===== src/rtl/soc_pkg.sv =====
// Shared bus constants for the memory-mapped SoC peripherals.
package soc_pkg;

  localparam int DATA_W = 32;

  localparam logic [1:0] ADDR_DATA = 2'd0;
  localparam logic [1:0] ADDR_EDGE = 2'd1;
  localparam logic [1:0] ADDR_MASK = 2'd2;

endpackage


===== src/rtl/debounce_bit.sv =====
// One key bit: two-flop synchroniser followed by a consecutive-cycle debounce counter.
module debounce_bit #(
  parameter int DEBOUNCE_CYCLES = 500000,
  parameter int CNT_W           = $clog2(DEBOUNCE_CYCLES)
) (
  input  logic iClk,
  input  logic iReset_n,
  input  logic iIn,
  output logic oStable
);

  localparam logic [CNT_W-1:0] CNT_MAX = CNT_W'(DEBOUNCE_CYCLES - 1);

  logic             sync1_q;
  logic             sync2_q;
  logic             stable_q;
  logic             stable_d;
  logic [CNT_W-1:0] cnt_q;
  logic [CNT_W-1:0] cnt_d;

  // Any return to the stable value restarts the count, so glitches never accumulate.
  always_comb begin
    stable_d = stable_q;
    cnt_d    = cnt_q;
    if (sync2_q == stable_q) begin
      cnt_d = '0;
    end else if (cnt_q == CNT_MAX) begin
      stable_d = sync2_q;
      cnt_d    = '0;
    end else begin
      cnt_d = cnt_q + CNT_W'(1);
    end
  end

  always_ff @(posedge iClk or negedge iReset_n) begin
    if (!iReset_n) begin
      sync1_q  <= 1'b1;
      sync2_q  <= 1'b1;
      stable_q <= 1'b1;
      cnt_q    <= '0;
    end else begin
      sync1_q  <= iIn;
      sync2_q  <= sync1_q;
      stable_q <= stable_d;
      cnt_q    <= cnt_d;
    end
  end

  assign oStable = stable_q;

endmodule


===== src/rtl/key_input.sv =====
// Memory-mapped key/switch input port: debounced state, press edge capture, IRQ mask
// and a level interrupt towards the SoC interrupt controller.
module key_input
  import soc_pkg::*;
#(
  parameter int WIDTH           = 4,
  parameter int DEBOUNCE_CYCLES = 500000,
  parameter int CNT_W           = $clog2(DEBOUNCE_CYCLES)
) (
  input  logic              iClk,
  input  logic              iReset_n,
  input  logic              iChip_select_n,
  input  logic              iRead_n,
  input  logic              iWrite_n,
  input  logic [1:0]        iAddress,
  input  logic [DATA_W-1:0] iWrite_data,
  input  logic [WIDTH-1:0]  iKey,
  output logic [DATA_W-1:0] oRead_data,
  output logic              oIrq
);

  logic [WIDTH-1:0]  stable;
  logic [WIDTH-1:0]  stable_prev_q;
  logic [WIDTH-1:0]  press;
  logic [WIDTH-1:0]  clr;
  logic [WIDTH-1:0]  edge_cap_q;
  logic [WIDTH-1:0]  edge_cap_d;
  logic [WIDTH-1:0]  mask_q;
  logic [WIDTH-1:0]  mask_d;
  logic [DATA_W-1:0] rd_val;
  logic [DATA_W-1:0] rd_data_q;
  logic [DATA_W-1:0] rd_data_d;
  logic              irq_q;
  logic              irq_d;
  logic              rd_en;
  logic              wr_en;
  logic              unused_wdata;

  for (genvar g = 0; g < WIDTH; g++) begin : g_db
    debounce_bit #(
      .DEBOUNCE_CYCLES(DEBOUNCE_CYCLES),
      .CNT_W          (CNT_W)
    ) u_db (
      .iClk    (iClk),
      .iReset_n(iReset_n),
      .iIn     (iKey[g]),
      .oStable (stable[g])
    );
  end

  assign rd_en        = ~iChip_select_n & ~iRead_n;
  assign wr_en        = ~iChip_select_n & ~iWrite_n;
  assign unused_wdata = ^iWrite_data;

  // All terms use pre-edge register values, so a simultaneous read sees the pre-write state.
  always_comb begin
    rd_val = '0;
    case (iAddress)
      ADDR_DATA: rd_val[WIDTH-1:0] = ~stable;
      ADDR_EDGE: rd_val[WIDTH-1:0] = edge_cap_q;
      ADDR_MASK: rd_val[WIDTH-1:0] = mask_q;
      default:   rd_val            = '0;
    endcase

    rd_data_d = rd_en ? rd_val : rd_data_q;
    clr       = (wr_en && iAddress == ADDR_EDGE) ? iWrite_data[WIDTH-1:0] : '0;
    mask_d    = (wr_en && iAddress == ADDR_MASK) ? iWrite_data[WIDTH-1:0] : mask_q;

    // Keys are active-low: a press is a 1->0 step of the debounced level; set beats clear.
    press      = stable_prev_q & ~stable;
    edge_cap_d = (edge_cap_q & ~clr) | press;
    irq_d      = |(edge_cap_q & mask_q);
  end

  always_ff @(posedge iClk or negedge iReset_n) begin
    if (!iReset_n) begin
      stable_prev_q <= '1;
      edge_cap_q    <= '0;
      mask_q        <= '0;
      rd_data_q     <= '0;
      irq_q         <= 1'b0;
    end else begin
      stable_prev_q <= stable;
      edge_cap_q    <= edge_cap_d;
      mask_q        <= mask_d;
      rd_data_q     <= rd_data_d;
      irq_q         <= irq_d;
    end
  end

  assign oRead_data = rd_data_q;
  assign oIrq       = irq_q;

endmodule

===== config.mk =====
export PLATFORM = sky130hd
export DESIGN_NAME = key_input
export DESIGN_NICKNAME = d
export VERILOG_FILES = /design/src/rtl/soc_pkg.sv /design/src/rtl/debounce_bit.sv /design/src/rtl/key_input.sv
export SDC_FILE = /design/constraint.sdc
export NUM_CORES = 1
export LEC_CHECK = 0
export BUFFER_PORTS_ARGS = -buffer_cell sky130_fd_sc_hd__buf_2
export CAP_MARGIN = 20
export CORE_MARGIN = 8
export CORE_UTILIZATION = 35
export CTS_CLUSTER_DIAMETER = 100
export DETAILED_ROUTE_END_ITERATION = 6
export PLACE_DENSITY = 0.63
export SYNTH_ARGS = -nofsm -noshare
export SYNTH_HDL_FRONTEND = slang
export SYNTH_SLANG_ARGS = --single-unit

===== constraint.sdc =====
create_clock -name iClk -period 2.5 [get_ports iClk]
set_clock_uncertainty 0.15 [all_clocks]
set_input_delay 0.5 -clock iClk [delete_from_list [all_inputs] [get_ports iClk]]
set_output_delay 0.5 -clock iClk [all_outputs]
set_load 0.01 [all_outputs]

# [Yosys cells after proc, flatten, opt, wreduce, memory -nomap -nowiden]
# Cells that the tools add are included.
# W data, S select, Z words.
[totals] regBits=105 in_bits=43 out_inout_bits=33 word_cells=68
[op_classes] addsub=4 n_eq_ne=10 mux=10 bitwise_logic=15 reduce_logical=8
[op_table] op="$mux W19" count=8
[op_table] op="$add A19 B1 Y19 const B" count=4
[op_table] op="$eq A19 B19 Y1 const B" count=4
[op_table] op="$and A4 B4 Y4" count=3
[op_table] op="$pmux W4 S3" count=1
[op_table] op="$not A4 Y4" count=2
[op_table] op="$reduce_and A2 Y1" count=4
[op_table] op="$not A1 Y1" count=7
[op_table] op="$eq A1 B1 Y1" count=4
[op_table] op="$mux W4" count=1
[op_table] op="$or A4 B4 Y4" count=1
[op_table] op="$reduce_or A4 Y1" count=1
[op_table] op="$and A1 B1 Y1" count=2
[op_table] op="$eq A2 B1 Y1 const B" count=1
[op_table] op="$eq A2 B2 Y1 const B" count=1
[op_table] op="$logic_and A1 B1 Y1" count=2
[op_table] op="$logic_not A2 Y1" count=1

# [Depth between registers and ports, before layout]
[depth] ltp_word=7 depth_mapped=6 ltp_nobuf=5

# [Modules after synthesis]
# From an unflattened synthesis, not the netlist that was laid out.
[unflattened] cells_unflattened=514 hier_area_um2=5282.6
[modules_own_cells] mod="debounce_bit at g_db[0].u_db ..." n_inst=3 cells_per_inst=105 area_per_inst_um2=1083.5 seq_area_each_um2=554.3
[modules_own_cells] mod="debounce_bit at g_db[1].u_db" n_inst=1 cells_per_inst=105 area_per_inst_um2=1077.3 seq_area_each_um2=554.3
[modules_own_cells] mod="key_input" n_inst=1 cells_per_inst=94 area_per_inst_um2=954.7 seq_area_each_um2=430.4

# [Worst setup path after synthesis]
# No wires, ideal clock.
[synth_timing] path_type="register to register" from="register g_db[1].u_db.cnt_q[11]" to="register g_db[1].u_db.cnt_q[7]" setup_time_ps=119 arrival_ps=1863 required_time_ps=2231 setup_slack_ps=369 path_stages_with_launch=6 path_buffers=1 period_less_slack_ps=2131 path_cell_list="dfrtp_1 > or4b_1 > or4_4 > o21ai_4 > buf_6 > nor2_1"
[synth_between] elab_chain_len=3
[synth_lines] element="start, declared" line_no="debounce_bit.sv:18" source="logic [CNT_W-1:0] cnt_q;"
[synth_lines] element="start signal, assigned" line_no="debounce_bit.sv:45" source="cnt_q <= cnt_d;"
[synth_lines] element="$eq A19 B19 Y1" line_no="debounce_bit.sv:27" source="end else if (cnt_q == CNT_MAX) begin"
[synth_lines] element="$mux W19" line_no="debounce_bit.sv:27"
[synth_lines] element="$mux W19" line_no="debounce_bit.sv:25" source="if (sync2_q == stable_q) begin"
[synth_lines] element="via g_db[1].u_db.cnt_d[7]" line_no="debounce_bit.sv:19" source="logic [CNT_W-1:0] cnt_d;"
# The timed path passes the listed nets, and every way through them passes these cells.
# A chain may end at the register's enable or synchronous reset.

# [Final worst setup path]
[layout_timing] from="register g_db[2].u_db.cnt_q[5]" to="register g_db[2].u_db.cnt_q[17]"
[layout_between] elab_chain_len=3 word_cells_on_any_way=4 classes_between="add/sub (1); eq/ne (1); mux (2)"
[layout_lines] element="start, declared" line_no="debounce_bit.sv:18"
[layout_lines] element="start signal, assigned" line_no="debounce_bit.sv:45"
[layout_lines] element="$add A19 B1 Y19 or $eq A19 B19 Y1 (tied branches)" line_no="debounce_bit.sv:31, debounce_bit.sv:27"
[layout_lines] element="$mux W19 (*)" line_no="debounce_bit.sv:27"
[layout_lines] element="$mux W19 (*)" line_no="debounce_bit.sv:25"
[layout_lines] element="via g_db[2].u_db.cnt_d[17]" line_no="debounce_bit.sv:19"
# Mark *: on every way through the listed nets, which the timed path passes. The rest lies on a longest branch.

==> impl_metrics.toml <==
[global_routing]
overflow = 0
grt_max_degree = 44
antenna_found_initial = 2
grt_usage_pct = 10.76
grt_pass1_vias = 3520
grt_pass1_wl_mm = 16.34

[timing]
timing.final.ws_setup_ps = 291.8
fin_tns_setup_ps = 0
rsz0062_at_grt = "false"
timing.final.max_slew_violations = 0
setup_violations = 0
period_minus_slack_ps = 2208
hold_violations = 13
slew_headroom_pct = 46.23
fin_hold_ws_ps = -10.48
tightest_slew_ps = 795.4
max_freq_ghz = 0.4528
period_share_pct = 88.33

[cells_and_area]
n_fill_cell = 1398
regArea_sq_um = 2648
final_net_count = 585
antenna_cells = 0
multi_input_comb_area_sq_um = 2258
drive_gt1_share_pct = 15.65
syn2layout_area_growth_pct = 11.33

[synthesis]
syn_inst = 507
yosys.area.top_type = "dfrtp_1"
synth_top_family_by_area = "simple AND/OR/NAND/NOR gates"
ys.flop_type = "dfrtp_1"
yosys.area.top_type_share_pct = 43.47
synthAdderAreaFrac_pct = 0.9768
synth_compound_area_share_pct = 7.937
synth_cell_types = 45
synth-simple-area-share_pct = 22.98
async_reset_ff_share_pct = 100.0
synth_mux_area_share_pct = 1.758
yosysMostFrequentCell = "dfrtp_1"
synthesis.area_sq_um = 5124
ys_ff_latch = 105
yosysSeqAreaShare_pct = 51.67
synth_xor_xnor_area_share_pct = 8.376
avgSynthCellArea_sq_um = 10.11
yosysWarnings = 0
synthTopCellsByArea = "dfrtp_1 (43%), dfstp_2 (8.2%), nor2_1 (4.6%)"
synth-edff-count = 0
synth_commonest_cells = "dfrtp_1 (89), nor2_1 (63), nand2_1 (37)"

[run_status]
violations = "negative hold slack"
run_status = "finished with violations"

[setup_path]
cp-start-kind = "flop"
cp_common_cell = "or4_1"
rr_worst_depth = 4
r2r-start = "g_db[2].u_db.cnt_q[5]"
path_class = "reg2reg"
r2r_setup_slack_ps = 290
worstReg2RegEnd = "g_db[2].u_db.cnt_q[17]"
critPathRequiredTime_ps = 2620
cp-startpoint = "g_db[2].u_db.cnt_q[5]"
crit_slowest_cell = "or4_1"
path_cells = "nand4_2, or4_1, or4_1, a21oi_1"
cp-endpoint = "g_db[2].u_db.cnt_q[17]"
end_kind = "flop"
cp_data_arrival_time_ps = 2330
critical-path-max-stage-delay_ps = 640
crit_fanout = 7

[clocking]
cts_tree = "yes"
clk_pin_slew_worst_paths_ps = 70
cts-htree-levels = 3
clock-sinks = 105
ctsHoldBuffers = 0
cts_buffer_depth = 2
cts.repair.resized = 0
root_buffer = "clkbuf_16"
numCtsBuffers = 9
clk_latency_ps = 350
cts_setup_buffers = 0

[detailed_routing]
firstDrtPassIters = 4
avgViaCountPerCell = 5.000
drc_errors = 0
final_antenna_net_count = 0
wire_per_inst_microns = 13.31
route.vias.total = 3635
routed_wl_mm = 9.674
drt_first_iter_violations = 189

[die]
placementRows = 44
dieArea_sq_um = 18770
core_area_sq_um = 14420
io_pins = 76
start_util_pct = 35.52
die_w_microns = 137.0
die_h_microns = 137.0

[power]
combinationalPowerShare_pct = 6.4
swShare_pct = 23.05
p_clk_share_pct = 42.5
seqPwrFrac_pct = 51.1
p_per_area_nw_per_um2 = 624.1
p_leak_nw = 2.307
vdd_drop_max_v = 0.0003799
p_sw_uw = 820.6
internal_power_mw = 2.739

[flow_run]
maxCapViolations = 0

[placement]
port_buffers = 19
dp_hpwl_mm = 7.045
place_congestion = 0.8209
dp_worst_setup_slack_ps = 305.0

[hold_path]
hold_path_class = "in2async"
[how the worst min path moves through the flow]
stage                         start                     to  slack (ps)  cells after the start
3_3_place_gp   g_db[3].u_db.sync1_q   g_db[3].u_db.sync2_q         200                      0
3_5_place_dp   g_db[1].u_db.sync1_q   g_db[1].u_db.sync2_q         200                      0
5_1_grt                    iReset_n  g_db[3].u_db.cnt_q[5]          30                      1
6_report                   iReset_n  g_db[3].u_db.cnt_q[5]         -10                      1
4_1_cts                    iReset_n              mask_q[2]           7                      1
2_1_floorplan              iReset_n          edge_cap_q[0]          50                      0
[placed cells by master, fill, tap and decap left out, types with 17 or more instances in the layout]
master	synthesis	routed
nor2_1	63	63
xnor2_1	27	27
o21ai_0	17	17
buf_2	5	18
xor2_1	22	22
conb_1	1	28
nand3_1	24	24
nand2_1	37	37
inv_1	17	17
a21oi_1	30	30
dfrtp_1	89	89
[layer usage]
layer / global-route usage, % / wire length [microns] / vias up
li1: - / - / 1786
met1: 13.46 / 4421 / 1757
met2: 17.29 / 4560 / 70
met3: 2.643 / 478 / 18
met4: 4.707 / 190 / 4
met5: 0 / 24 / -
[critical path, delay by kind of cell (launching register included)]
kind             cells  cell delay (ps)
flip-flops           1              470
AO/OA/AOI/OAI        1              160
AND/OR/NAND/NOR      3             1360
[registers in the layout (all words and copies together) (netlist names)]
register / flops
g_db.u_db.cnt_q: 76
edge_cap_q: 4
g_db.u_db.oStable: 4
g_db.u_db.sync1_q: 4
g_db.u_db.sync2_q: 4
mask_q: 4
oRead_data: 4
stable_prev_q: 4
oIrq: 1
[power groups by stage]
stage                     Combinational (mW)  Clock, mW  Sequential (mW)
after detailed placement               0.232          0             1.85
final                                  0.228       1.51             1.82
after global placement                 0.227          0             1.85
after global routing                   0.263       1.63             1.83
after CTS                              0.233       1.56             1.82
after floorplan                        0.154          0             1.84
[cell families (layout without fill, tap and decap cells)]
group	after synthesis	count (layout)
multiplexers	8	8
AND/OR/NAND/NOR	220	220
flip-flops	105	105
AO/OA/AOI/OAI	67	67
XOR/XNOR	49	49
buffers and inverters	53	62
adder cells (fa/ha/maj)	4	4
other	1	28
[area by class of cell]
| type | count | area share [%] |
|---|---|---|
| Clock buffer | 11 | 4.080 |
| Clock inverter | 5 | 1.513 |
| Inverter | 17 | 1.119 |
| Multi-Input combinational cell | 376 | 39.59 |
| Sequential cell | 105 | 46.41 |
| Tap cell | 184 | 4.036 |
| Timing Repair Buffer | 29 | 3.246 |
[metrics by stage]
step / instances / total power [mW] / area [sq um] / utilization, % / hold slack, ps
2_1_floorplan: 534 / 1.998 / 5225 / - / 54.41
3_3_place_gp: 711 / 2.072 / 5385 / 37.34 / 198.0
3_5_place_dp: 711 / 2.082 / 5385 / 37.34 / 197.5
4_1_cts: 727 / 3.607 / 5704 / 39.55 / 6.677
5_1_grt: 727 / 3.715 / 5704 / 39.55 / 32.55
6_report: 727 / 3.560 / 5704 / 39.55 / -10.48
(Power assumes the default switching activity.)
